**config.mk**
```make
export PLATFORM = sky130hd
export DESIGN_NAME = melody_sequencer
export DESIGN_NICKNAME = d
export VERILOG_FILES = /design/src/rtl/melody_sequencer.sv
export SDC_FILE = /design/constraint.sdc
export NUM_CORES = 1
export LEC_CHECK = 0
export BUFFER_PORTS_ARGS = -buffer_cell sky130_fd_sc_hd__buf_2
export CORE_AREA = 2 2 188 135
export DETAILED_ROUTE_END_ITERATION = 7
export DIE_AREA = 0 0 190 137
export GPL_ROUTABILITY_DRIVEN = 0
export PLACE_DENSITY = 0.53
export SETUP_SLACK_MARGIN = 0.05
export SYNTH_ARGS = -nofsm -noshare
export SYNTH_HDL_FRONTEND = slang
export SYNTH_SLANG_ARGS = --single-unit
```
**constraint.sdc**
```tcl
create_clock -name clk -period 3.4 [get_ports clk]
set_input_delay 0.51 -clock clk [delete_from_list [all_inputs] [get_ports clk]]
set_output_delay 0.51 -clock clk [all_outputs]
set_load 0.01 [all_outputs]
```
**src/rtl/melody_sequencer.sv**
```systemverilog
`default_nettype none
// +--------------------------------------------------------------------------+
// | Module      : melody_sequencer                                           |
// | Description : Plays a 16-entry table of {note, rest, duration} steps to   |
// |               a tone generator, with optional silent gap between entries |
// |               and optional looping.                                      |
// | Ports       : clk, rst_n          - clock, async active-low reset        |
// |               wr_en/wr_addr/wr_note/wr_rest/wr_dur - table write port    |
// |               start, stop         - playback control pulses              |
// |               loop, last_idx      - sequence shape, sampled at start     |
// |               note, hush          - registered tone generator drive      |
// |               busy, step_idx      - playback status                      |
// |               done                - end-of-sequence pulse (non-looping)  |
// | Revision    : 1.0  initial release                                       |
// +--------------------------------------------------------------------------+
module melody_sequencer #(
  parameter int TICK_DIV  = 500000,
  parameter int GAP_TICKS = 2
) (
  input  logic       clk,
  input  logic       rst_n,
  input  logic       wr_en,
  input  logic [3:0] wr_addr,
  input  logic [3:0] wr_note,
  input  logic       wr_rest,
  input  logic [5:0] wr_dur,
  input  logic       start,
  input  logic       stop,
  input  logic       loop,
  input  logic [3:0] last_idx,
  output logic [3:0] note,
  output logic       hush,
  output logic       busy,
  output logic [3:0] step_idx,
  output logic       done
);

  localparam logic [1:0] ST_IDLE = 2'd0;
  localparam logic [1:0] ST_PLAY = 2'd1;
  localparam logic [1:0] ST_GAP  = 2'd2;
  localparam logic [1:0] ST_DONE = 2'd3;

  // Prescaler counts clk cycles within one tick; tick counter counts ticks
  // within an entry. The tick counter is wide enough for a 63-tick entry and
  // for the gap length, whichever is larger.
  localparam int PW     = (TICK_DIV > 1) ? $clog2(TICK_DIV) : 1;
  localparam int GAP_TW = $clog2(GAP_TICKS + 1);
  localparam int TW     = (GAP_TW > 6) ? GAP_TW : 6;

  localparam logic [PW-1:0] PRE_LAST = PW'(TICK_DIV - 1);
  localparam logic [TW-1:0] GAP_LAST = TW'(GAP_TICKS - 1);

  // Entry layout: [10:7] note, [6] rest, [5:0] duration in ticks
  logic [10:0]   mem [16];

  logic [1:0]    state;
  logic          loop_r;
  logic [3:0]    last_r;
  logic [PW-1:0] pre_cnt;
  logic [TW-1:0] tick_cnt;

  logic [5:0]    cur_dur;
  logic          pre_wrap;
  logic          play_end;
  logic          gap_end;
  logic          entry_end;
  logic          at_last;
  logic [3:0]    nxt_idx;

  assign busy = (state == ST_PLAY) || (state == ST_GAP);
  assign done = (state == ST_DONE);

  // Table writes are locked out during playback so the playing sequence
  // cannot change underneath the counters.
  always_ff @(posedge clk) begin
    if (wr_en && !busy) begin
      mem[wr_addr] <= {wr_note, wr_rest, wr_dur};
    end
  end

  always_comb begin
    cur_dur   = mem[step_idx][5:0];
    if (cur_dur == 6'd0) begin
      cur_dur = 6'd1;
    end
    pre_wrap  = (pre_cnt == PRE_LAST);
    play_end  = pre_wrap && (tick_cnt == TW'(cur_dur - 6'd1));
    gap_end   = pre_wrap && (tick_cnt == GAP_LAST);
    // With no gap configured, PLAY advances straight to the next entry.
    entry_end = ((state == ST_PLAY) && play_end && (GAP_TICKS == 0)) ||
                ((state == ST_GAP) && gap_end);
    at_last   = (step_idx == last_r);
    nxt_idx   = at_last ? 4'd0 : (step_idx + 4'd1);
  end

  always_ff @(posedge clk or negedge rst_n) begin
    if (!rst_n) begin
      state    <= ST_IDLE;
      note     <= 4'd0;
      hush     <= 1'b1;
      step_idx <= 4'd0;
      loop_r   <= 1'b0;
      last_r   <= 4'd0;
      pre_cnt  <= '0;
      tick_cnt <= '0;
    end else begin
      case (state)
        ST_IDLE: begin
          hush <= 1'b1;
          if (start && !stop) begin
            loop_r   <= loop;
            last_r   <= last_idx;
            step_idx <= 4'd0;
            note     <= mem[0][10:7];
            hush     <= mem[0][6];
            pre_cnt  <= '0;
            tick_cnt <= '0;
            state    <= ST_PLAY;
          end
        end

        ST_PLAY, ST_GAP: begin
          if (pre_wrap) begin
            pre_cnt  <= '0;
            tick_cnt <= tick_cnt + TW'(1);
          end else begin
            pre_cnt  <= pre_cnt + PW'(1);
          end

          if (stop) begin
            state    <= ST_IDLE;
            hush     <= 1'b1;
            pre_cnt  <= '0;
            tick_cnt <= '0;
          end else if ((state == ST_PLAY) && play_end && (GAP_TICKS > 0)) begin
            state    <= ST_GAP;
            hush     <= 1'b1;
            pre_cnt  <= '0;
            tick_cnt <= '0;
          end else if (entry_end) begin
            pre_cnt  <= '0;
            tick_cnt <= '0;
            if (!at_last || loop_r) begin
              step_idx <= nxt_idx;
              note     <= mem[nxt_idx][10:7];
              hush     <= mem[nxt_idx][6];
              state    <= ST_PLAY;
            end else begin
              hush     <= 1'b1;
              state    <= ST_DONE;
            end
          end
        end

        ST_DONE: begin
          hush  <= 1'b1;
          state <= ST_IDLE;
        end

        default: begin
          state <= ST_IDLE;
        end
      endcase
    end
  end

endmodule
`default_nettype wire

```
==> impl_metrics.yaml, run 1 <==
run_status:
  status: "complete, no violations"
timing:
  slew_violations: 0
  layout_setup_ws_ns: 0.1573
  rsz0062_at_grt: "true"
  hold_slack_ns: 0.1511
  min_period_over_period: 0.9537
  setup_viol: 0
  hold_viol_final: 0
  worst_slew_pin_slew_ns: 0.9511
  fmax_mhz: 308.4
  fin_crit_ns: 3.243
  skew_ns: 0.007638
  maxSlewHeadroom: 0.3659
worst_setup_path:
  max_stage_delay_ns: 0.52
  worstPathArrival_ns: 3.64
  crit_fanout: 14
  reg2reg_slack_ns: 0.16
  critPathCaptureType: "register"
  startpoint_type: "register"
  path_delay_family: "multiplexers"
  worstPathRequired_ns: 3.79
  crit_slowest_cell: "mux4_2"
  cp_num_buf_inv: 2
  path_cells: "buf_12 > mux4_2 > mux2i_2 > mux2i_1 > or3_4 > and4b_1 > a311o_1 > o311ai_4 > buf_4 > nand2_2 > o221a_2"
  worstSetupPathType: "reg2reg"
clock_network:
  cts_buffers: 23
  path_clk_slew_ns: 0.06
  cts_tree: "done"
  cts_max_path_buffers: 3
  postCtsHoldBufs: 0
  cts_root_buf: "clkbuf_16"
  worstSkewPairLatency_ns: 0.51
  h-tree-depth: 1
  clkSinkCount: 217
power:
  p_sw_frac: 0.3250
  power_density_nw_per_um2: 703.4
  p_sw_uw: 2572
  ir_drop_uv: 421.8
  p_comb_frac: 0.308
  internal-power_uw: 5341
  clock_power_share: 0.295
  p_total_uw: 7912
  power_leakage_uw: 0.003938
  pwr-share-seq: 0.397
placement:
  io_buffers: 35
  pre_cts_ws_ns: -0.08786
  post-dp-hpwl_um: 15950
  postPlaceCellArea_um2: 10440
synthesis:
  synthMuxAreaShare: 0.08087
  async_flop_share: 0.1889
  yosysTopAreaCell: "edfxtp_1"
  ys_top_cells_by_area: "edfxtp_1 (55%), dfrtp_1 (10%), mux4_2 (5.2%)"
  postSynth.topFlopCell: "edfxtp_1"
  synth_edf_count: 176
  synth_compound_area_frac: 0.1002
  synth-simple-area-share: 0.1162
  yosys_warnings: 0
  synth.most_common_cell: "edfxtp_1"
  syn_nets: 720
  synth_area_um2: 9562
  synth_commonest_cells: "edfxtp_1 (176), nand2_1 (53), nor2_1 (51), dfrtp_1 (40), o21ai_0 (39)"
  yosysSeqAreaShare: 0.6602
  synth_fa_ha_area_frac: 0.01047
  ys_seq_elements: 217
  synth_top_area_share: 0.5527
  synth_top_family_by_area: "simple AND/OR/NAND/NOR gates"
  yosysUniqueCellTypes: 67
  syn_inst: 687
  syn_area_per_cell_um2: 13.92
  synth_xor_area_frac: 0.01282
grt:
  grt_max_degree: 49
  grt_first_pass_wirelength_um: 36430
  grt_pass1_vias: 6116
  grt_overflow_total: 0
  track_usage: 0.1837
  antenna_found_initial: 0
hold_path:
  hp-class: "in2async"
routing:
  drt_wl_total_um: 23460
  post_drt_wl_per_cell_um: 21.15
  first_pass_iters: 5
  ant_nets: 0
  dr.first_iter.drc_count: 594
  dr_total_vias: 6212
  viasPerCell: 5.601
  drc: 0
cells_and_area:
  final_cell_area_um2: 11250
  fin_nets: 801
  syn_to_final_growth_pct: 17.64
  layout-drive-gt1-share: 0.2385
  fin_util: 0.4647
  insertedDiodeCount: 0
flow_run:
  maxCapViolations: 0
floorplanning:
  rows: 48
  die_area_um2: 26030
  io_pins: 36
  start_util: 0.3951
  die_w_um: 190
  die_h_um: 137
  coreArea_um2: 24200
## final timing paths
kind	startpoint	end	cells past startpoint
worst min register to register	pre_cnt[18]	pre_cnt[18]	1
worst max register to register	step_idx[2]	state[0]	11
max in group asynchronous	rst_n	step_idx[0]	1
worst max-delay path	step_idx[2]	state[0]	11
min in group clk	last_idx[3]	last_r[3]	2
worst min-delay path	rst_n	pre_cnt[3]	1
## cell usage in the layout (no fill, tap or decap), drive strengths merged, types with 14 or more instances in the layout
| cell type | Yosys | layout |
|---|---|---|
| edfxtp | 176 | 176 |
| nor2 | 51 | 51 |
| mux2 | 14 | 14 |
| clkbuf | 21 | 26 |
| dfrtp | 40 | 40 |
| nand2 | 54 | 54 |
| a21oi | 21 | 21 |
| nand3 | 25 | 25 |
| nor3 | 14 | 14 |
| nand2b | 14 | 14 |
| mux4 | 22 | 22 |
| o21ai | 42 | 42 |
| buf | 12 | 89 |
## layout make-up
| class | count | area, um^2 |
|---|---|---|
| Inverter | 8 | 30.03 |
| Tap cell | 325 | 406.6 |
| Clock inverter | 15 | 102.6 |
| Timing Repair Buffer | 89 | 646.9 |
| Sequential cell | 217 | 6314 |
| Fill cell | 2128 | 12950 |
| Clock buffer | 26 | 586.8 |
| Multi-Input combinational cell | 429 | 3162 |
## power groups by stage
stage | sequential, uW | combinational, uW | clock (uW)
CTS | 3140 | 2350 | 2390
floorplan | 3170 | 1580 | 0
finish | 3140 | 2440 | 2340
detailed placement | 3200 | 2330 | 0
global placement | 3200 | 2280 | 0
global route | 3160 | 2670 | 2480
## through the flow
| stage | TNS [ns] | cells |
|---|---|---|
| finish | 0 | 1109 |
| global route | -0.004526 | 1109 |
| CTS | 0 | 1105 |
| detailed placement | -0.2045 | 1062 |
| global placement | 0 | 1062 |
| floorplan | 0 | 687 |
## kinds of logic (layout without fill, tap and decap cells)
family,after synthesis,in the layout
AOI/OAI and AO/OA,142,142
buffers and inverters,41,138
xor gates and xnor gates,14,14
DFF,217,217
and+or+nand+nor,217,217
muxes,48,48
adders and majority gates,8,8
## registers in the layout (all words and copies together), names as in the netlist
register,flops
mem,176
pre_cnt,19
tick_cnt,6
last_r,4
note,4
step_idx,4
state,2
hush,1
loop_r,1
## per-layer routing
layer	share of wire	track usage	wire length, um	vias to the layer above
met5	0	0	0	-
met3	0.043	0.02359	1002	42
met4	0.023	0.04522	529	0
li1	-	-	-	2846
met2	0.45	0.2908	10650	147
met1	0.48	0.2703	11280	3177
## timing repair
action                                  in CTS  in global routing
pin swaps                                    0                  7
gates resized for setup                      2                 12
hold endpoints to repair                     0                  0
endpoints found under the setup margin       9                 17
buffers inserted                             2                  4
cloned                                       0                  0
Note: power is estimated with default switching activity, not from simulation.
==> inputs of run 2 (changes only) <==
Settings changed: CORE_AREA 2 2 188 135 to 2 2 164 118, DIE_AREA 0 0 190 137 to 0 0 166 120, PLACE_DENSITY 0.53 to 0.67.
==> impl_metrics.yaml, run 2 (synthesis results as in run 1) <==
grt:
  grt_pass1_vias: 6055
  grt_overflow_total: 0
  track_usage: 0.2247
  grt_first_pass_wirelength_um: 34470
  antenna_found_initial: 0
  grt_max_degree: 50
cells_and_area:
  final_common_cell: "edfxtp_1"
  largest_reg_flops: 176
  n_fill_cell: 1378
  largest_register: "mem"
  fin_util: 0.6112
  layout-drive-gt1-share: 0.2576
  fin_nets: 807
  top_regs: "mem x176, pre_cnt x19, tick_cnt x6"
  layout_common_cells: "edfxtp_1 (176), buf_4 (52), nand2_1 (50), nor2_1 (50)"
  insertedDiodeCount: 0
  syn_to_final_growth_pct: 17.90
routing:
  ant_nets: 0
  post_drt_wl_per_cell_um: 22.08
  dr_total_vias: 6249
  dr.first_iter.drc_count: 553
  first_pass_iters: 6
  drt_wl_total_um: 22750
  viasPerCell: 6.067
  drc: 0
flow_run:
  maxCapViolations: 0
worst_setup_path:
  reg2reg_slack_ns: 0.07
  crit_fanout: 8
  startpoint_type: "register"
  worstSetupPathType: "reg2reg"
  crit_start: "step_idx[0]"
  worstPathRequired_ns: 3.78
  critPathCaptureType: "register"
  worstPathArrival_ns: 3.72
  r2r_start: "step_idx[0]"
timing:
  fmax_mhz: 300.1
  slew_violations: 0
  rsz0062_at_grt: "true"
  hold_viol_final: 0
  fin_crit_ns: 3.332
  maxSlewHeadroom: 0.3673
  min_period_over_period: 0.9801
  hold_slack_ns: 0.1559
  worst_slew_pin_slew_ns: 0.9490
  layout_setup_ws_ns: 0.06768
  setup_viol: 0
  skew_ns: 0.006247
placement:
  post-dp-hpwl_um: 15010
  io_buffers: 35
  pre_cts_ws_ns: -0.08203
clock_network:
  cts_buffers: 22
  cts_root_buf: "clkbuf_16"
  cts_tree: "done"
  path_clk_slew_ns: 0.06
  h-tree-depth: 1
  clkSinkCount: 217
  postCtsHoldBufs: 0
  worstSkewPairLatency_ns: 0.50
  cts_max_path_buffers: 3
power:
  power_leakage_uw: 0.003974
  ir_drop_uv: 442.0
  power_density_nw_per_um2: 710.0
hold_path:
  hp-class: "in2async"
floorplanning:
  start_util: 0.5184
  rows: 42
  coreArea_um2: 18450
  die_area_um2: 19920
  die_w_um: 166
  die_h_um: 120
  io_pins: 36
run_status:
  status: "complete, no violations"
## run 2: worst paths after layout
check / end / cells past startpoint
worst max-delay path: state[0] / 11
worst min-delay path: pre_cnt[3] / 1
worst max register to register: state[0] / 11
worst min register to register: pre_cnt[18] / 1
max in group asynchronous: step_idx[0] / 1
min in group clk: last_r[3] / 2
## run 2: what timing repair did
item	in CTS	in global routing
setup buffers	2	12
setup endpoints to repair	11	17
cloned	0	1
pin swaps	0	14
gates resized for setup	4	31
## run 2: power breakdown
group	internal, uW	switching [uW]	total [uW]
Clock	1230	975	2210
Sequential	3020	136	3160
Combinational	1140	1500	2640
Total	5390	2610	8000
## run 2: cell type report
class	instances	area (um^2)	share of cell area
Multi-Input combinational cell	429	3254	0.2887
Clock inverter	11	58.81	0.005216
Clock buffer	27	590.6	0.05239
Timing Repair Buffer	96	723.2	0.06415
Inverter	8	30.03	0.002664
Sequential cell	217	6314	0.5600
Tap cell	242	302.8	0.02686
## run 2: routing by layer
layer  global-route usage  part of all wire  up-vias
met4              0.05380             0.017        0
met1               0.3240              0.44     3125
li1                     -                 -     2856
met2               0.3654              0.48      231
met3              0.03397             0.063       37
met5                    0                 0        -
## run 2: worst max-delay path, stage by stage (launching register included)
cell	delay [ns]
dfrtp_2	0.49
buf_12	0.16
mux4_2	0.54
a22oi_2	0.24
nand3_2	0.14
or3_4	0.39
and4b_1	0.19
a311o_1	0.36
o311ai_4	0.11
buf_6	0.16
nand2_2	0.11
o221a_2	0.31
## run 2: through the flow
step                      cells  cell area (um^2)  setup TNS, ns  power (uW)
after floorplan             687              9562              0        4746
after global placement      977             10300              0        5413
after detailed placement    977             10300        -0.4525        5497
after CTS                  1017             10980              0        7718
after global routing       1030             11270       -0.07769        8380
final                      1030             11270              0        8004
==> inputs of run 3 (changes only) <==
Settings changed: CELL_PAD_IN_SITES_DETAIL_PLACEMENT set to 1, CELL_PAD_IN_SITES_GLOBAL_PLACEMENT set to 1, CORE_AREA 2 2 164 118 to 2 2 166 119, DIE_AREA 0 0 166 120 to 0 0 168 121, PLACE_DENSITY 0.67 to 0.77.
==> impl_metrics.yaml, run 3 (synthesis results as in run 1) <==
power:
  internal-power_uw: 5620
  p_sw_uw: 2824
  ir_drop_uv: 566.3
  pwr-share-seq: 0.375
  p_sw_frac: 0.3344
  power_density_nw_per_um2: 746.5
  power_leakage_uw: 0.003989
  p_comb_frac: 0.325
  clock_power_share: 0.300
cells_and_area:
  top_regs: "mem x176, pre_cnt x19, tick_cnt x6"
  layout_common_cells: "edfxtp_1 (176), nand2_1 (52), nor2_1 (50)"
  n_fill_cell: 1789
  largest_reg_flops: 176
  fin_nets: 801
  final_cell_area_um2: 11310
  syn_to_final_growth_pct: 18.29
  largest_register: "mem"
  layout-drive-gt1-share: 0.2538
  final_common_cell: "edfxtp_1"
  insertedDiodeCount: 0
grt:
  grt_overflow_total: 0
  track_usage: 0.2693
  grt_pass1_vias: 6774
  antenna_found_initial: 1
  grt_max_degree: 53
  grt_first_pass_wirelength_um: 40890
worst_setup_path:
  reg2reg_slack_ns: -0.14
  crit_slowest_cell: "mux4_2"
  worstPathArrival_ns: 3.99
  critPathCaptureType: "register"
  path_cells: "buf_12 > mux4_2 > mux2i_2 > mux2i_2 > o211ai_1 > o22ai_2 > o311a_1 > o311ai_2 > buf_4 > nor4b_4 > buf_6 > a32o_1"
  worstSetupPathType: "reg2reg"
  crit_fanout: 10
  max_stage_delay_ns: 0.54
  rr_worst_depth: 12
  cp_common_cell: "mux2i_2"
  startpoint_type: "register"
  r2r_start: "step_idx[2]"
  worstReg2RegEnd: "step_idx[1]"
  worstPathRequired_ns: 3.84
clock_network:
  worstSkewPairLatency_ns: 0.53
  cts_root_buf: "clkbuf_16"
  postCtsHoldBufs: 0
  cts_buffers: 22
  clkSinkCount: 217
  cts_max_path_buffers: 3
  path_clk_slew_ns: 0.07
  h-tree-depth: 1
  cts_tree: "done"
floorplanning:
  io_pins: 36
  die_h_um: 121
  rows: 42
  start_util: 0.5125
  die_area_um2: 20330
  coreArea_um2: 18660
  die_w_um: 168
timing:
  fmax_mhz: 282.4
  slew_violations: 0
  rsz0062_at_grt: "true"
  skew_ns: 0.01938
  setup_viol: 10
  hold_viol_final: 0
  worst_slew_pin_slew_ns: 1.002
  fin_crit_ns: 3.541
  layout_setup_ws_ns: -0.1408
  finalSetupTns_ns: -0.8478
  min_period_over_period: 1.041
  maxSlewHeadroom: 0.3317
routing:
  post_drt_wl_per_cell_um: 26.46
  viasPerCell: 6.431
  ant_nets: 0
  first_pass_iters: 5
  drc: 0
  dr_total_vias: 6598
  dr.first_iter.drc_count: 866
  drt_wl_total_um: 27150
run_status:
  status: "complete, but fails checks"
  violations: "negative setup slack"
hold_path:
  hp-class: "in2async"
flow_run:
  maxCapViolations: 0
placement:
  io_buffers: 35
  pre_cts_ws_ns: -0.01074
  postPlaceCellArea_um2: 10280
  post-dp-hpwl_um: 17480
run 3: cell types whose count changed in the layout (fill, tap and decap cells not counted), sizes merged:
cell and change:
buf -5, clkinv +1, clkinvlp -3, clkbuf -1, bufinv +4
run 3: metal layers:
metal / GRT usage / up-vias / share of wire
met5: 0 / - / 0.00048
met4: 0.06793 / 2 / 0.024
met3: 0.05349 / 57 / 0.072
met2: 0.4075 / 271 / 0.46
met1: 0.4032 / 3430 / 0.44
li1: - / 2838 / -
run 3: repair_timing:
action                     in CTS  in global routing
pin swaps                       4                  2
gates resized for setup         9                 29
cloned                          0                  0
buffers inserted                8                  3
setup endpoints to repair      10                 17
run 3: power groups by stage:
stage	sequential, uW	combinational (uW)	clock, uW
after global placement	3200	2250	0
after floorplan	3170	1580	0
after global routing	3190	2950	2660
final	3170	2740	2530
after CTS	3160	2530	2560
after detailed placement	3210	2380	0
run 3: area by class of cell:
type / count / area (um^2) / area share
clock buffers: 27 / 569.3 / 0.05033
multi-input cells: 429 / 3248 / 0.2872
inverters: 8 / 30.03 / 0.002655
repair buffers: 90 / 674.4 / 0.05962
flip-flops and latches: 217 / 6315 / 0.5583
well taps: 242 / 302.8 / 0.02677
clock inverters: 13 / 171.4 / 0.01515
run 3: worst max path at each step:
| stage | from | end | slack (ns) | cells after the start |
|---|---|---|---|---|
| 5_1_grt | step_idx[0] | step_idx[1] | -0.22 | 12 |
| 4_1_cts | step_idx[0] | note[3] | 0.04 | 12 |
| 3_5_place_dp | step_idx[0] | step_idx[1] | -0.01 | 12 |
| 2_1_floorplan | step_idx[0] | state[0] | 0.23 | 12 |
| 6_report | step_idx[2] | step_idx[1] | -0.14 | 12 |
| 3_3_place_gp | step_idx[0] | step_idx[1] | 0.08 | 12 |
run 3: worst max-delay path: cells and delay by family (launching register included):
family / cells / cell delay, ns
multiplexers: 3 / 0.94
flip-flops: 1 / 0.43
AO/OA/AOI/OAI: 5 / 1.31
buffers and inverters: 3 / 0.57
AND/OR/NAND/NOR: 1 / 0.23
run 3: metrics by stage:
step | total power (uW) | hold WS (ns) | cells | utilization
detailed placement | 5594 | 0.4851 | 975 | 0.5512
CTS | 8256 | 0.1749 | 1023 | 0.5985
floorplan | 4746 | 0.2144 | 687 | -
finish | 8444 | 0.1619 | 1026 | 0.6063
global placement | 5452 | 0.4748 | 975 | 0.5512
global route | 8796 | 0.2178 | 1026 | 0.6063
